`src/rtl/sha_pkg.sv`:
```
// sha_pkg: types shared by the SHA cores and the result checker.
//   HashState        - final 256-bit hash state, word a most significant.
//   Winner           - FIFO entry: winning nonce plus producing core index.
//   leading_zeros_ok - true when the top `diff` bits of a state are zero.
package sha_pkg;

    localparam int unsigned HASH_BITS  = 256;
    localparam int unsigned MAX_CORE_W = 4;   // enough for 16 cores

    typedef struct packed {
        logic [31:0] a;
        logic [31:0] b;
        logic [31:0] c;
        logic [31:0] d;
        logic [31:0] e;
        logic [31:0] f;
        logic [31:0] g;
        logic [31:0] h;
    } HashState;

    typedef struct packed {
        logic [31:0]           nonce;
        logic [MAX_CORE_W-1:0] core;
    } Winner;

    // Bit i of the check (counting from a[31] downward) is only enforced when
    // i < diff, so diff = 0 always passes and diff >= 256 checks every bit.
    function automatic logic leading_zeros_ok(input HashState s, input int unsigned diff);
        logic [HASH_BITS-1:0] bits;
        logic                 ok;
        bits = s;
        ok   = 1'b1;
        for (int unsigned i = 0; i < HASH_BITS; i++) begin
            if (i < diff && bits[HASH_BITS-1-i]) begin
                ok = 1'b0;
            end
        end
        return ok;
    endfunction

endpackage

```
`src/rtl/winner_fifo.sv`:
```
// winner_fifo: show-ahead FIFO of Winner entries.
//   clk, rst   - clock, asynchronous active-high reset
//   push       - write push_data (taken when not full, or full with a pop)
//   push_data  - entry to write
//   full       - no free slot
//   pop        - consume head (ignored when empty)
//   head       - current head entry (all zeros when empty after reset)
//   empty      - no entries
module winner_fifo
    import sha_pkg::*;
#(
    parameter int unsigned FIFO_DEPTH = 4
) (
    input  logic  clk,
    input  logic  rst,
    input  logic  push,
    input  Winner push_data,
    output logic  full,
    input  logic  pop,
    output Winner head,
    output logic  empty
);

    localparam int unsigned AW = $clog2(FIFO_DEPTH);
    localparam logic [AW:0] FULL_CNT = (AW+1)'(FIFO_DEPTH);

    Winner          mem [FIFO_DEPTH];
    logic [AW-1:0]  rd_ptr;
    logic [AW-1:0]  wr_ptr;
    logic [AW:0]    count;
    logic           do_pop;
    logic           do_push;

    assign full    = (count == FULL_CNT);
    assign empty   = (count == '0);
    assign head    = mem[rd_ptr];
    assign do_pop  = pop && !empty;
    // A pop in the same cycle frees the slot, so a full FIFO still accepts.
    assign do_push = push && (!full || do_pop);

    always_ff @(posedge clk or posedge rst) begin
        if (rst) begin
            rd_ptr <= '0;
            wr_ptr <= '0;
            count  <= '0;
            for (int unsigned i = 0; i < FIFO_DEPTH; i++) begin
                mem[i] <= '0;
            end
        end else begin
            if (do_push) begin
                mem[wr_ptr] <= push_data;
                wr_ptr      <= wr_ptr + AW'(1);
            end
            if (do_pop) begin
                rd_ptr <= rd_ptr + AW'(1);
            end
            case ({do_push, do_pop})
                2'b10:   count <= count + (AW+1)'(1);
                2'b01:   count <= count - (AW+1)'(1);
                default: count <= count;
            endcase
        end
    end

endmodule

```
`config.mk`:
```
export PLATFORM = sky130hd
export DESIGN_NAME = winner_fifo
export DESIGN_NICKNAME = d
export VERILOG_FILES = /design/src/rtl/sha_pkg.sv /design/src/rtl/winner_fifo.sv
export SDC_FILE = /design/constraint.sdc
export NUM_CORES = 1
export LEC_CHECK = 0
export ABC_AREA = 1
export CAP_MARGIN = 40
export CORE_UTILIZATION = 42
export DETAILED_ROUTE_END_ITERATION = 6
export GPL_TIMING_DRIVEN = 0
export PLACE_DENSITY = 0.67
export SYNTH_ARGS = -nofsm -noshare
export SYNTH_HDL_FRONTEND = slang
export SYNTH_SLANG_ARGS = --single-unit
```
`constraint.sdc`:
```
create_clock -name clk -period 10.17 [get_ports clk]
set_input_delay 1.017 -clock clk [delete_from_list [all_inputs] [get_ports clk]]
set_output_delay 1.017 -clock clk [all_outputs]
set_load 0.01 [all_outputs]
```
After elaboration in Yosys (flattened, before gate mapping)
Index checks and enable logic that the tools add are counted.

Flip-flop bits (word level): 151.

Eq/ne operators: 3. $lt $le $gt $ge: 3. Add/subtract/negate cells: 4. Bitwise gates (word level): 2. Multiplexer cells: 7. Reduce and logical (&&, ||, !) cells: 8.

Operators with widths (count): $bwmux 144 (1); $mux 36 (3); $bmux 36 s2 (1); $demux 36 s2 (1); $ge 3x3->1 const B (2); $not 2->3 (2); $pmux 3 s2 (1); $add 2x1->2 const B (2); $add 3x1->3 const B (1); $eq 3x3->1 const B (1); $logic_and 1x1->1 (3); $logic_not 3->1 (1); $lt 3x1->1 const B (1); $sub 3x1->3 const B (1); $eq 2x1->1 const B (1); $eq 2x2->1 const B (1); $logic_not 1->1 (2); $reduce_bool 2->1 (1); $logic_or 1x1->1 (1).

Depth between registers and ports, before layout
Depth in word-level cells: 7. Mapped depth: 11. Mapped depth without buffers: 11.

Least setup slack after synthesis
Ideal clock, no wire load.

Path type: input-to-reg. Start point: in pop. End point: reg count[2]. Buffers on the path: 1. Data required time: 10.047 ns. Stages on the path: 10. Setup slack: 7.655 ns. Arrival: 2.392 ns. Cell sequence: inv_1 > nand3_4 > buf_6 > nand2_1 > ha_1 > inv_1 > fa_1 > nand2_1 > nand3b_1 > xor2_1.

Cells in the longest elaborated chain, start to end: 5. Elaborated cells between the ends (all ways): 7. Those cells by class: eq/ne (2); mux (1); reduce/logical (4).

RTL lines: start: declaration (RTL line winner_fifo.sv:19) `input logic pop,`; $logic_and 1x1->1 (*) (RTL line winner_fifo.sv:37) `assign do_pop = pop && !empty;`; $logic_or 1x1->1 (RTL line winner_fifo.sv:39) `assign do_push = push && (!full || do_pop);`; $logic_and 1x1->1 (RTL line winner_fifo.sv:39); $eq 2x1->1 or $eq 2x2->1 (tied branches) (RTL line winner_fifo.sv:57) `case ({do_push, do_pop})`; $pmux 3 s2 or $reduce_bool 2->1 (tied branches); end signal: assignment (RTL line winner_fifo.sv:58) `2'b10: count <= count + (AW+1)'(1);`; end signal: assignment (RTL line winner_fifo.sv:59) `2'b01: count <= count - (AW+1)'(1);`; end signal: assignment (RTL line winner_fifo.sv:60) `default: count <= count;`; end: declaration (RTL line winner_fifo.sv:30) `logic [AW:0] count;`.

Mark *: on every way between the ends. The rest lies on a longest branch, timed or not. A chain may end at the register's enable or synchronous reset.

==> key figures <==
Outcome
  • Run status: complete, no violations

Clocking
  • TritonCTS clock tree: done
  • Clock Path Buffers: 2
  • CTS root buf: clkbuf_16
  • Post-cts hold buffer count: 0
  • Clk_lat worst skew: between 400 and 500 ps
  • PostCTS Resize Cnt: 0
  • Total CTS buffers: 17
  • # Post-CTS Setup Buffers: 0
  • Htree depth: 4
  • Clock transition at path regs: 60 ps
  • Clock sink count: approximately 150

Power and ir drop
  • Leakage power: roughly 4.4 nW
  • Pwr dens: 348 mW/mm2
  • Max VDD drop: 0.174 mV
  • Total power: 0.00317 W

Timing
  • Worst rel slew slack: 52.7%
  • Setup TNS: 0 ps
  • Min Clock Period, post-route: 3630 ps
  • Hold Vio Cnt, Final: 0
  • Final period utilization: 35.7%
  • Slew Limit Fails: 0
  • RSZ-0062 raised after global routing: no
  • Layout Skew: 6.59 ps
  • Least-Margin Pin Slew: 709 ps
  • Max Freq: 275 MHz
  • Final Setup Violations: 0
  • Fin worst setup slack: 6540 ps
  • Hold Slack: 463 ps

Layout
  • Share of cells above drive strength 1: between 8 and 9%
  • Fillers: 1662
  • NumNets Final: 1034
  • Synthesis-to-layout area growth: 22.3%
  • Final Cell Area: 0.00910 mm2
  • ANT cells: 0

Critical path
  • CP required: ~9000 ps
  • Startpoint type of the worst setup path: flop
  • Worst-path fanout max: 10
  • CP Class: flop to primary output
  • Crit path arrival time: 2620 ps
  • Crit. End Element: primary output

Global routing
  • Vias in the first global route: 6692
  • Total track usage: 27.0%
  • Total grt overflow: 0
  • First-pass GRT wire length: 37.3 mm
  • Initial antenna violation count: 0
  • Largest net degree at the start of global routing: 79

Logic synthesis
  • Synth warnings: 0
  • Post-synth EDFFs: 0
  • Count leader, synth: nand2_1
  • Top cells by area, synth: dfrtp_1 51%, nand2_1 15%, nand4_1 12%
  • Yosys top cell area share: roughly half
  • Synthesized flop and latch total: around 150
  • Synth unique cells: 22
  • Synth async-reset ratio: 100%
  • Dominant synthesized flop cell: dfrtp_1
  • Commonest cells in the netlist: 299 x nand2_1, 151 x dfrtp_1, 144 x nand4_1
  • Seq/Total Area, Yosys: roughly half
  • Mapped Area: between 0.007 and 0.008 mm2
  • Dominant cell type by area after synthesis: dfrtp_1
  • Post-Syn Nets: 938
  • Syn Inst Count: 892
  • Avg Inst Size Synth: roughly 8.3 um2

Worst hold path
  • Worst Hold Class: flop to flop

Route
  • Initial drt markers: 704
  • Routed WL: between 20 and 25 mm
  • Vias/cell: about 5.7
  • First-pass DRT Iterations: 6
  • Vias: 7041
  • Wire per inst: roughly 19 um
  • Post-route DRC: 0
  • Detail Route Antenna Nets: 0

Floorplan
  • Die Ht: 135 um
  • Die width: 135 um
  • Core Area: roughly 0.017 mm2
  • Site row count: 48
  • Die area: 0.0182 mm2
  • Starting Density: 43.0%
  • IO Count: a little under 80

Place
  • Placer congestion estimate: 0.851
  • Placement-stage cell area: roughly 0.0085 mm2
  • Pre-CTS WS: 7020 ps
  • HPWL after DPL: 15.3 mm
  • Port Buf Inserts: 76

Flow run
  • # Max-Cap Violations: 0
==> cell families after synthesis <==
kind of cell | count (synthesis) | share of synthesized area, %
flops | 151 | 50.8
xor+xnor | 4 | 0.471
compound gates | 110 | 8.01
buf+inv | 96 | 7.16
fa+ha+maj | 6 | 1.11
simple gates | 525 | 32.5
==> placed cells by master (no fill, tap or decap), types with 11 or more instances in the layout <==
cell             count
buf_1               12
buf_2               30
buf_6               15
clkbuf_1            22
clkbuf_16           17
clkdlybuf4s50_1     76
dfrtp_1            151
inv_1               11
nand2_1            299
nand4_1            144
nor2_1              72
o21ai_0             74
o22ai_1             36
==> worst paths after layout <==
check	from	end	slack (ps)	depth (start not counted)
setup / recovery	rd_ptr[0]	head[29]	6540	5
hold / removal	mem[100]	mem[100]	460	2
setup reg to reg	count[1]	count[2]	7990	10
hold reg to reg	mem[100]	mem[100]	460	2
max in group asynchronous	rst	mem[38]	8270	3
min in group asynchronous	rst	mem[128]	1080	2
==> final cells by class <==
cell class | count | area [um2] | area share (%)
plain buffers | 83 | 484 | 5.32
clock buffers | 23 | 488 | 5.36
clock inverters | 8 | 96.3 | 1.06
inverters | 13 | 53.8 | 0.591
multi-input cells | 645 | 3130 | 34.4
flip-flops and latches | 151 | 3780 | 41.5
well taps | 225 | 282 | 3.09
repair buffers | 77 | 788 | 8.66
==> stage by stage <==
step,cells,utilization [%]
after detailed placement,1194,49.2
final,1225,52.6
after global routing,1225,52.6
after global placement,1193,49.0
after CTS,1225,52.6
after floorplan,892,-
==> sequential cells by signal (all words and copies together), names as in the netlist <==
register and flops:
count 3, rd_ptr 2, mem 144, wr_ptr 2
==> metal layers <==
| layer | part of all wire (%) | global-route usage, % | wire, um | up-vias |
|---|---|---|---|---|
| met3 | 6.4 | 5.41 | 1510 | 43 |
| li1 | - | - | - | 3266 |
| met2 | 46 | 40.3 | 10800 | 291 |
| met4 | 2.4 | 11.2 | 554 | 0 |
| met1 | 45 | 38.1 | 10600 | 3441 |
| met5 | 0 | 0 | 0 | - |
==> worst max-delay path, stage by stage, from the launching register on <==
cell	delay [ps]
dfrtp_1	350
buf_2	260
clkbuf_1	500
o21ai_0	190
o22ai_1	280
clkdlybuf4s50_1	590
==> power by group <==
part           total, W  leakage, nW  switching [W]  internal [W]
clock network  0.000636        0.289       0.000252      0.000384
registers       0.00103         1.89       0.000147      0.000878
logic           0.00150         2.22       0.000901      0.000603
total           0.00317         4.39        0.00130       0.00187
Power figures use the tool's default switching activity.
